## src/rtl/mic_regfile_mem.sv

```systemverilog
`default_nettype none
// ============================================================================
// Module      : mic_regfile_mem
// Description : Mic-1 register file with integrated, handshaked memory
//               controller. Drives the B bus from one selected register,
//               loads any set of registers from the C bus, and runs an
//               independent data port (MAR/MDR) and instruction-fetch port
//               (PC/MBR) with variable-latency req/ack handshakes.
//
// Ports:
//   clk          clock, rising edge
//   reset        asynchronous active-low reset
//   c_bus        ALU/shifter result, loaded into registers selected by write_c
//   write_c      register load mask (bit 3 / MBR ignored)
//   enable_b     encoded B-bus select (NREG = MBRU, above that = 0)
//   b_bus        selected register value
//   h_out        H register to the A bus
//   mem_control  {write, read, fetch} command
//   busy         a memory operation is outstanding on either port
//   proto_err    one-cycle pulse after an illegal command
//   mem_*        data-port handshake (word address, write data, read data)
//   fetch_*      fetch-port handshake (byte address, fetched byte)
//
// Revision    : 1.0 - initial release
// ============================================================================
module mic_regfile_mem #(
    parameter int NBITS = 32,
    parameter int NREG  = 10,
    parameter int BSEL  = $clog2(NREG + 1)
) (
    input  logic              clk,
    input  logic              reset,
    input  logic [NBITS-1:0]  c_bus,
    input  logic [NREG-1:0]   write_c,
    input  logic [BSEL-1:0]   enable_b,
    output logic [NBITS-1:0]  b_bus,
    output logic [NBITS-1:0]  h_out,
    input  logic [2:0]        mem_control,
    output logic              busy,
    output logic              proto_err,
    output logic              mem_req,
    output logic              mem_we,
    output logic [NBITS-1:0]  mem_addr,
    output logic [NBITS-1:0]  mem_wdata,
    input  logic              mem_ack,
    input  logic [NBITS-1:0]  mem_rdata,
    output logic              fetch_req,
    output logic [NBITS-1:0]  fetch_addr,
    input  logic              fetch_ack,
    input  logic [7:0]        fetch_rdata
);

    localparam int C_MAR = 0;
    localparam int C_MDR = 1;
    localparam int C_PC  = 2;
    localparam int C_MBR = 3;
    localparam int C_H   = 9;

    typedef enum logic [0:0] {
        D_IDLE = 1'b0,
        D_WAIT = 1'b1
    } d_state_t;

    typedef enum logic [0:0] {
        F_IDLE = 1'b0,
        F_WAIT = 1'b1
    } f_state_t;

    // MBR lives in its own 8-bit register; slot 3 of r_regs is never loaded.
    logic [NBITS-1:0] r_regs [NREG];
    logic [7:0]       r_mbr;

    d_state_t r_d_state, w_d_next;
    f_state_t r_f_state, w_f_next;

    logic             r_mem_we;
    logic [NBITS-1:0] r_mem_addr;
    logic [NBITS-1:0] r_mem_wdata;
    logic [NBITS-1:0] r_fetch_addr;
    logic             r_proto_err;

    logic             w_rd, w_wr, w_fetch;
    logic             w_data_start, w_data_err;
    logic             w_fetch_start, w_fetch_err;
    logic             w_rd_done, w_fetch_done;
    logic [NBITS-1:0] w_mar_post, w_mdr_post, w_pc_post;
    logic [NBITS-1:0] w_mbr_sext, w_mbr_zext;
    logic [NBITS-1:0] w_b_bus;

    // ------------------------------------------------------------------
    // Command decode
    // ------------------------------------------------------------------
    assign w_wr    = mem_control[2];
    assign w_rd    = mem_control[1];
    assign w_fetch = mem_control[0];

    // A data command is only accepted while the port is idle; busy is high
    // throughout the ack cycle, so a command there is rejected as well.
    assign w_data_start  = (w_rd ^ w_wr) && (r_d_state == D_IDLE);
    assign w_data_err    = (w_rd && w_wr) || ((w_rd || w_wr) && (r_d_state == D_WAIT));
    assign w_fetch_start = w_fetch && (r_f_state == F_IDLE);
    assign w_fetch_err   = w_fetch && (r_f_state == F_WAIT);

    assign w_rd_done    = (r_d_state == D_WAIT) && mem_ack && !r_mem_we;
    assign w_fetch_done = (r_f_state == F_WAIT) && fetch_ack;

    // Values the address/data registers will hold after this edge, so a
    // command issued together with a C-bus load uses the new value.
    assign w_mar_post = write_c[C_MAR] ? c_bus : r_regs[C_MAR];
    assign w_mdr_post = write_c[C_MDR] ? c_bus : r_regs[C_MDR];
    assign w_pc_post  = write_c[C_PC]  ? c_bus : r_regs[C_PC];

    // ------------------------------------------------------------------
    // Register file
    // ------------------------------------------------------------------
    always_ff @(posedge clk or negedge reset) begin
        if (!reset) begin
            for (int i = 0; i < NREG; i++) begin
                r_regs[i] <= '0;
            end
            r_mbr <= '0;
        end else begin
            for (int i = 0; i < NREG; i++) begin
                if (i != C_MBR && write_c[i]) begin
                    r_regs[i] <= c_bus;
                end
            end
            // Later assignment wins: memory data overrides a C-bus MDR load.
            if (w_rd_done) begin
                r_regs[C_MDR] <= mem_rdata;
            end
            if (w_fetch_done) begin
                r_mbr <= fetch_rdata;
            end
        end
    end

    // ------------------------------------------------------------------
    // Port state machines
    // ------------------------------------------------------------------
    always_ff @(posedge clk or negedge reset) begin
        if (!reset) begin
            r_d_state <= D_IDLE;
            r_f_state <= F_IDLE;
        end else begin
            r_d_state <= w_d_next;
            r_f_state <= w_f_next;
        end
    end

    always_comb begin
        w_d_next = r_d_state;
        case (r_d_state)
            D_IDLE:  if (w_data_start) w_d_next = D_WAIT;
            D_WAIT:  if (mem_ack)      w_d_next = D_IDLE;
            default: w_d_next = D_IDLE;
        endcase
    end

    always_comb begin
        w_f_next = r_f_state;
        case (r_f_state)
            F_IDLE:  if (w_fetch_start) w_f_next = F_WAIT;
            F_WAIT:  if (fetch_ack)     w_f_next = F_IDLE;
            default: w_f_next = F_IDLE;
        endcase
    end

    // Address/data are captured only on command acceptance, so C-bus
    // loads while waiting cannot disturb an operation in flight.
    always_ff @(posedge clk or negedge reset) begin
        if (!reset) begin
            r_mem_we     <= 1'b0;
            r_mem_addr   <= '0;
            r_mem_wdata  <= '0;
            r_fetch_addr <= '0;
            r_proto_err  <= 1'b0;
        end else begin
            if (w_data_start) begin
                r_mem_addr  <= w_mar_post;
                r_mem_wdata <= w_mdr_post;
                r_mem_we    <= w_wr;
            end
            if (w_fetch_start) begin
                r_fetch_addr <= w_pc_post;
            end
            r_proto_err <= w_data_err || w_fetch_err;
        end
    end

    // ------------------------------------------------------------------
    // B bus
    // ------------------------------------------------------------------
    assign w_mbr_sext = {{(NBITS-8){r_mbr[7]}}, r_mbr};
    assign w_mbr_zext = {{(NBITS-8){1'b0}}, r_mbr};

    always_comb begin
        w_b_bus = '0;
        for (int i = 0; i < NREG; i++) begin
            if (enable_b == BSEL'(i)) begin
                w_b_bus = (i == C_MBR) ? w_mbr_sext : r_regs[i];
            end
        end
        if (enable_b == BSEL'(NREG)) begin
            w_b_bus = w_mbr_zext;
        end
    end

    // ------------------------------------------------------------------
    // Outputs
    // ------------------------------------------------------------------
    assign b_bus      = w_b_bus;
    assign h_out      = r_regs[C_H];
    assign mem_req    = (r_d_state == D_WAIT);
    assign fetch_req  = (r_f_state == F_WAIT);
    assign busy       = (r_d_state == D_WAIT) || (r_f_state == F_WAIT);
    assign proto_err  = r_proto_err;
    assign mem_we     = r_mem_we;
    assign mem_addr   = r_mem_addr;
    assign mem_wdata  = r_mem_wdata;
    assign fetch_addr = r_fetch_addr;

endmodule
`default_nettype wire
```

## config.mk

```make
export PLATFORM = sky130hd
export DESIGN_NAME = mic_regfile_mem
export DESIGN_NICKNAME = d
export VERILOG_FILES = /design/src/rtl/mic_regfile_mem.sv
export SDC_FILE = /design/constraint.sdc
export NUM_CORES = 1
export LEC_CHECK = 0
export ABC_AREA = 1
export BUFFER_PORTS_ARGS = -buffer_cell sky130_fd_sc_hd__buf_2
export CAP_MARGIN = 20
export CORE_MARGIN = 4
export CORE_UTILIZATION = 62
export CTS_BUF_LIST = sky130_fd_sc_hd__clkbuf_16
export CTS_CLUSTER_DIAMETER = 200
export DETAILED_ROUTE_END_ITERATION = 10
export GPL_TIMING_DRIVEN = 0
export PLACE_DENSITY = 0.87
export REMOVE_ABC_BUFFERS = 1
export SYNTH_ARGS = -nofsm -noshare
export SYNTH_HDL_FRONTEND = slang
export SYNTH_SLANG_ARGS = --single-unit
```

## constraint.sdc

```tcl
create_clock -name clk -period 2.4 [get_ports clk]
set_input_delay 0.12 -clock clk [delete_from_list [all_inputs] [get_ports clk]]
set_output_delay 0.12 -clock clk [all_outputs]
set_load 0.03 [all_outputs]
```

# ---- Word level (Yosys, flattened, before mapping)
# Index checks and enable logic that the tools add are counted.
dict set report totals {
  inputBits 93
  elab_cells 65
  ff_bits 396
}
dict set report classes {
  mux 21
  n_bitwise 3
  eq_ne 10
  n_reduce_logical 14
}
# operator count
set ops {}
lappend ops {{32-bit two-way mux} 15}
lappend ops {{4-bit by 3-bit == test with 1-bit output (second input constant)} 4}
lappend ops {{4-bit == test (second input constant)} 3}
lappend ops {{4-bit by 2-bit == test with 1-bit output (second input constant)} 2}
lappend ops {{1-bit logical AND} 8}
lappend ops {{4-bit by 1-bit == test with 1-bit output (second input constant)} 1}
lappend ops {{4-bit logical NOT} 1}
lappend ops {{1-bit logical OR} 4}
lappend ops {{1-bit two-way mux} 4}
lappend ops {{1-bit case mux with 2 select lines} 2}
lappend ops {{1-bit NOT} 2}
lappend ops {{1-bit logical NOT} 1}
lappend ops {{1-bit XOR} 1}

# ---- Depth between registers and ports, before layout
dict set report logic_depth {
  depth_word 12
  mapped_depth 12
}

# ---- Worst setup path after synthesis
# OpenSTA, ideal clock, no wires.
dict set report synth_path {
  kind {input to output}
  startpoint {in enable_b[0]}
  endpoint {out b_bus[27]}
  stages 9
  arrival_time_ns 1.458
  path_slack_ns 0.822
  path_cell_list {buf_6 inv_2 nand2_1 nor2_1 clkbuf_1 nand2_1 nand4_1 nand2_1 a21oi_1}
}
dict set report synth_between {
  elab_chain_len 12
}
# item line_no
set synth_lines {}
lappend synth_lines {{start, declared} 35} ;# input logic [BSEL-1:0] enable_b,
lappend synth_lines {{4-bit logical NOT} 200} ;# if (enable_b == BSEL'(i)) begin
lappend synth_lines {{32-bit two-way mux (10 in a row)} 200}
lappend synth_lines {{32-bit two-way mux (*)} 204} ;# if (enable_b == BSEL'(NREG)) begin
lappend synth_lines {{end, declared} 36} ;# output logic [NBITS-1:0] b_bus,
# Every way passes the cells marked *; elsewhere a longest branch is shown, timed or not.

# ---- Worst setup path in the final report
dict set report layout_path {
  startpoint {in enable_b[1]}
  endpoint {out b_bus[15]}
}
# The elaborated chain is that of the path after synthesis.

==> run_results.csv <==
group,metric,value,unit
placement,placed_cells,2302,
layout,diodes,0,
setup_path,required,2.28,ns
setup_path,path_common_cell,"nand2_1",
power,power_density,908,nW/um2
setup_path,crit_chain,"buf_4 -> nor2_4 -> nand2_1 -> clkinvlp_4 -> buf_16 -> a21oi_1 -> nand4_1 -> nand2_1 -> inv_1 -> buf_2",
sta,slew_viol_final,0,
setup_path,cp-end-kind,"output port",
placement,place_area,19300,um2
synthesis,synth_area,17800,um2
clock_tree,cts_buffer_depth,3,
placement,place_congestion,0.798,
setup_path,cp_max_fo,21,
global_route,first_global_vias,15800,
power,vdd_drop_max,842,uV
power,total_power,19.7,mW
clock_tree,tritoncts,"done",
synthesis,ys_seq_area_share,55.6,%
layout,fill_cells,1676,
placement,dp_hpwl,30800,um
worst_hold_path,whs_path_depth,3,
synthesis,synth_common_cells,"nand2_1, dfrtp_1, mux2_2, inv_1, a21oi_1",
worst_hold_path,hold_class,"in2reg",
clock_tree,cts.htree.levels,2,
floorplanning,fp.dieArea,31500,um2
synthesis,yosysWarningCount,0,
setup_path,crit_type,"in2out",
setup_path,reg2reg_slack,0.15,ns
floorplanning,io_pins,258,
sta,timing.slew.headroom,20.4,%
layout,instances_no_fill,2473,
layout,nets,2163,
sta,period_share,97.1,%
global_route,grt_pass1_wl,84700,um
setup_path,crit_slowest_cell,"clkinvlp_4",
setup_path,start_kind,"input port",
routing,drc,0,
setup_path,worst-r2r-cell-count,6,
clock_tree,clk_pin_slew_worst_paths,0.06,ns
setup_path,r2r-end,"fetch_addr[1]",
layout,final_area,21700,um2
synthesis,synthArstFlopShare,100,%
worst_hold_path,hp-start,"write_c[7]",
synthesis,synth_edf_count,0,
power,leakage,10.4,nW
job,drv_cap,0,
layout,area_growth,21.4,%
clock_tree,worstSkewPairLatency,0.53,ns
setup_path,r2r-start,"fetch_req",
placement,port_buffers,256,
synthesis,avgSynthCellArea,9.99,um2
routing,route.detailed.wl_per_inst,22.0,um
sta,fmax,429,MHz
synthesis,yosysTopAreaCell,"dfrtp_1",
sta,holdWs,0.155,ns
synthesis,synth_most_common_cell,"nand2_1",
synthesis,syn_inst,1785,
synthesis,dominantRegCellSynth,"dfrtp_1",
synthesis,synthTopCellsByArea,"dfrtp_1, mux2_2, nand2_1",
run_status,status,"finished clean",
sta,finalSetupViolCount,0,
floorplanning,die_y,178,um
setup_path,worstPathArrival,2.21,ns
floorplanning,initial_core_util,63.5,%
floorplanning,die_w,178,um
global_route,grt_antenna_before_repair,0,
clock_tree,clock_tree.root_cell,"clkbuf_16",
worst_hold_path,hold_end,"r_regs[91]",
synthesis,synth-seq-cells,396,
sta,rsz0062_at_grt,"no",
synthesis,synth_top_area_share,55.6,%
global_route,grt_usage,34.4,%
sta,tightest_slew,1.19,ns
sta,post-route-min-period,2.33,ns
sta,finalWorstSetupSlack,0.0701,ns
routing,dr.pass1.iters,6,
sta,hold_viol_final,0,
floorplanning,rows,61,
clock_tree,cts.sinks,396,
routing,wl,54400,um
setup_path,worst_path_largest_cell_delay,0.44,ns
floorplanning,placeableCoreArea,28100,um2
layout,drive_gt1_share,30.1,%
routing,vias,14800,
synthesis,synth.distinct_cells,23,
global_route,grt.overflow.total,0,
routing,final_antenna_net_count,0,
routing,vias_per_cell,5.98,
routing,drtIter0Drc,1526,
clock_tree,cts_buffers,40,
placement,place_ws,-0.983,ns
sta,skew,0.00685,ns
global_route,grt_max_degree,115,
-- how the worst max path moves through the flow --
stage | slack, ns | endpoint | startpoint | depth (start not counted)
floorplan | -0.65 | b_bus[10] | enable_b[3] | 8
global placement | -6.33 | mem_we | reset | 1
detailed placement | -0.98 | b_bus[10] | enable_b[0] | 9
CTS | 0.01 | b_bus[7] | enable_b[1] | 8
global route | 0.03 | b_bus[24] | enable_b[1] | 13
finish | 0.07 | b_bus[15] | enable_b[1] | 10
-- where the power goes --
group          internal [mW]  switching, mW  total [mW]
Clock                   3.63           2.59        6.22
Combinational           1.62           3.34        4.96
Sequential              7.80          0.680        8.48
Total                   13.0           6.61        19.7
-- cell usage in the layout, fill, tap and decap left out, types with 9 or more instances in the layout --
| cell | n |
|---|---|
| clkbuf_16 | 41 |
| dfrtp_1 | 396 |
| dlygate4sd3_1 | 79 |
| a21oi_1 | 73 |
| buf_16 | 11 |
| buf_4 | 18 |
| o21ai_0 | 56 |
| inv_1 | 81 |
| nand2_1 | 578 |
| clkinv_1 | 9 |
| nor2_1 | 54 |
| o211ai_1 | 17 |
| nand4_1 | 40 |
| nor2_4 | 12 |
| buf_2 | 253 |
| mux2_1 | 13 |
| nand3_1 | 66 |
| mux2_2 | 262 |
-- state kept, by name (all words and copies together) (netlist names) --
name	flops
h_out	32
r_regs	256
mem_wdata	32
fetch_addr	32
fetch_req	1
r_mbr	8
mem_we	1
mem_req	1
mem_addr	32
proto_err	1
-- what timing repair did --
item,in CTS,in global routing
pin swaps,7,3
hold buffers,79,0
cloned,2,1
endpoints found under the hold margin,385,0
buffers inserted,10,9
resized for setup,8,11
endpoints found under the setup margin,49,73
-- routing by layer --
metal	share of wire (%)	GRT usage, %
met5	0	0
met4	4.6	16.5
met2	50	58.4
met3	9.0	7.56
met1	37	42.0
-- metrics by stage --
step / setup TNS [ns] / utilization, %
after CTS: 0 / 76.5
after floorplan: -26.24 / -
after global placement: -2762.10 / 67.3
after detailed placement: -22.44 / 68.7
final: 0 / 77.1
after global routing: 0 / 77.1
-- critical path: cells and delay by family --
family          cells  cell delay [ns]
compound gates      1             0.15
buf+inv             5             1.33
simple gates        4             0.59
-- cells by family (layout without fill, tap and decap cells) --
family | Yosys count | in the layout | share of synthesized area [%]
AND/OR/NAND/NOR | 753 | 756 | 17.0
flip-flops | 396 | 396 | 55.6
multiplexers | 275 | 275 | 17.4
buffers and inverters | 212 | 519 | 5.54
AO/OA/AOI/OAI | 147 | 147 | 4.39
adder cells (fa/ha/maj) | 2 | 2 | 0.140
-- area by class of cell --
class	instances	area, um2	share of cell area, %
Clock inverter	28	258	1.19
Clock buffer	41	1030	4.74
Sequential cell	396	9910	45.8
Tap cell	378	473	2.18
Inverter	81	318	1.47
Timing Repair Buffer	369	2630	12.1
Multi-Input combinational cell	1180	7040	32.5
Note: power is estimated with default switching activity, not from simulation.
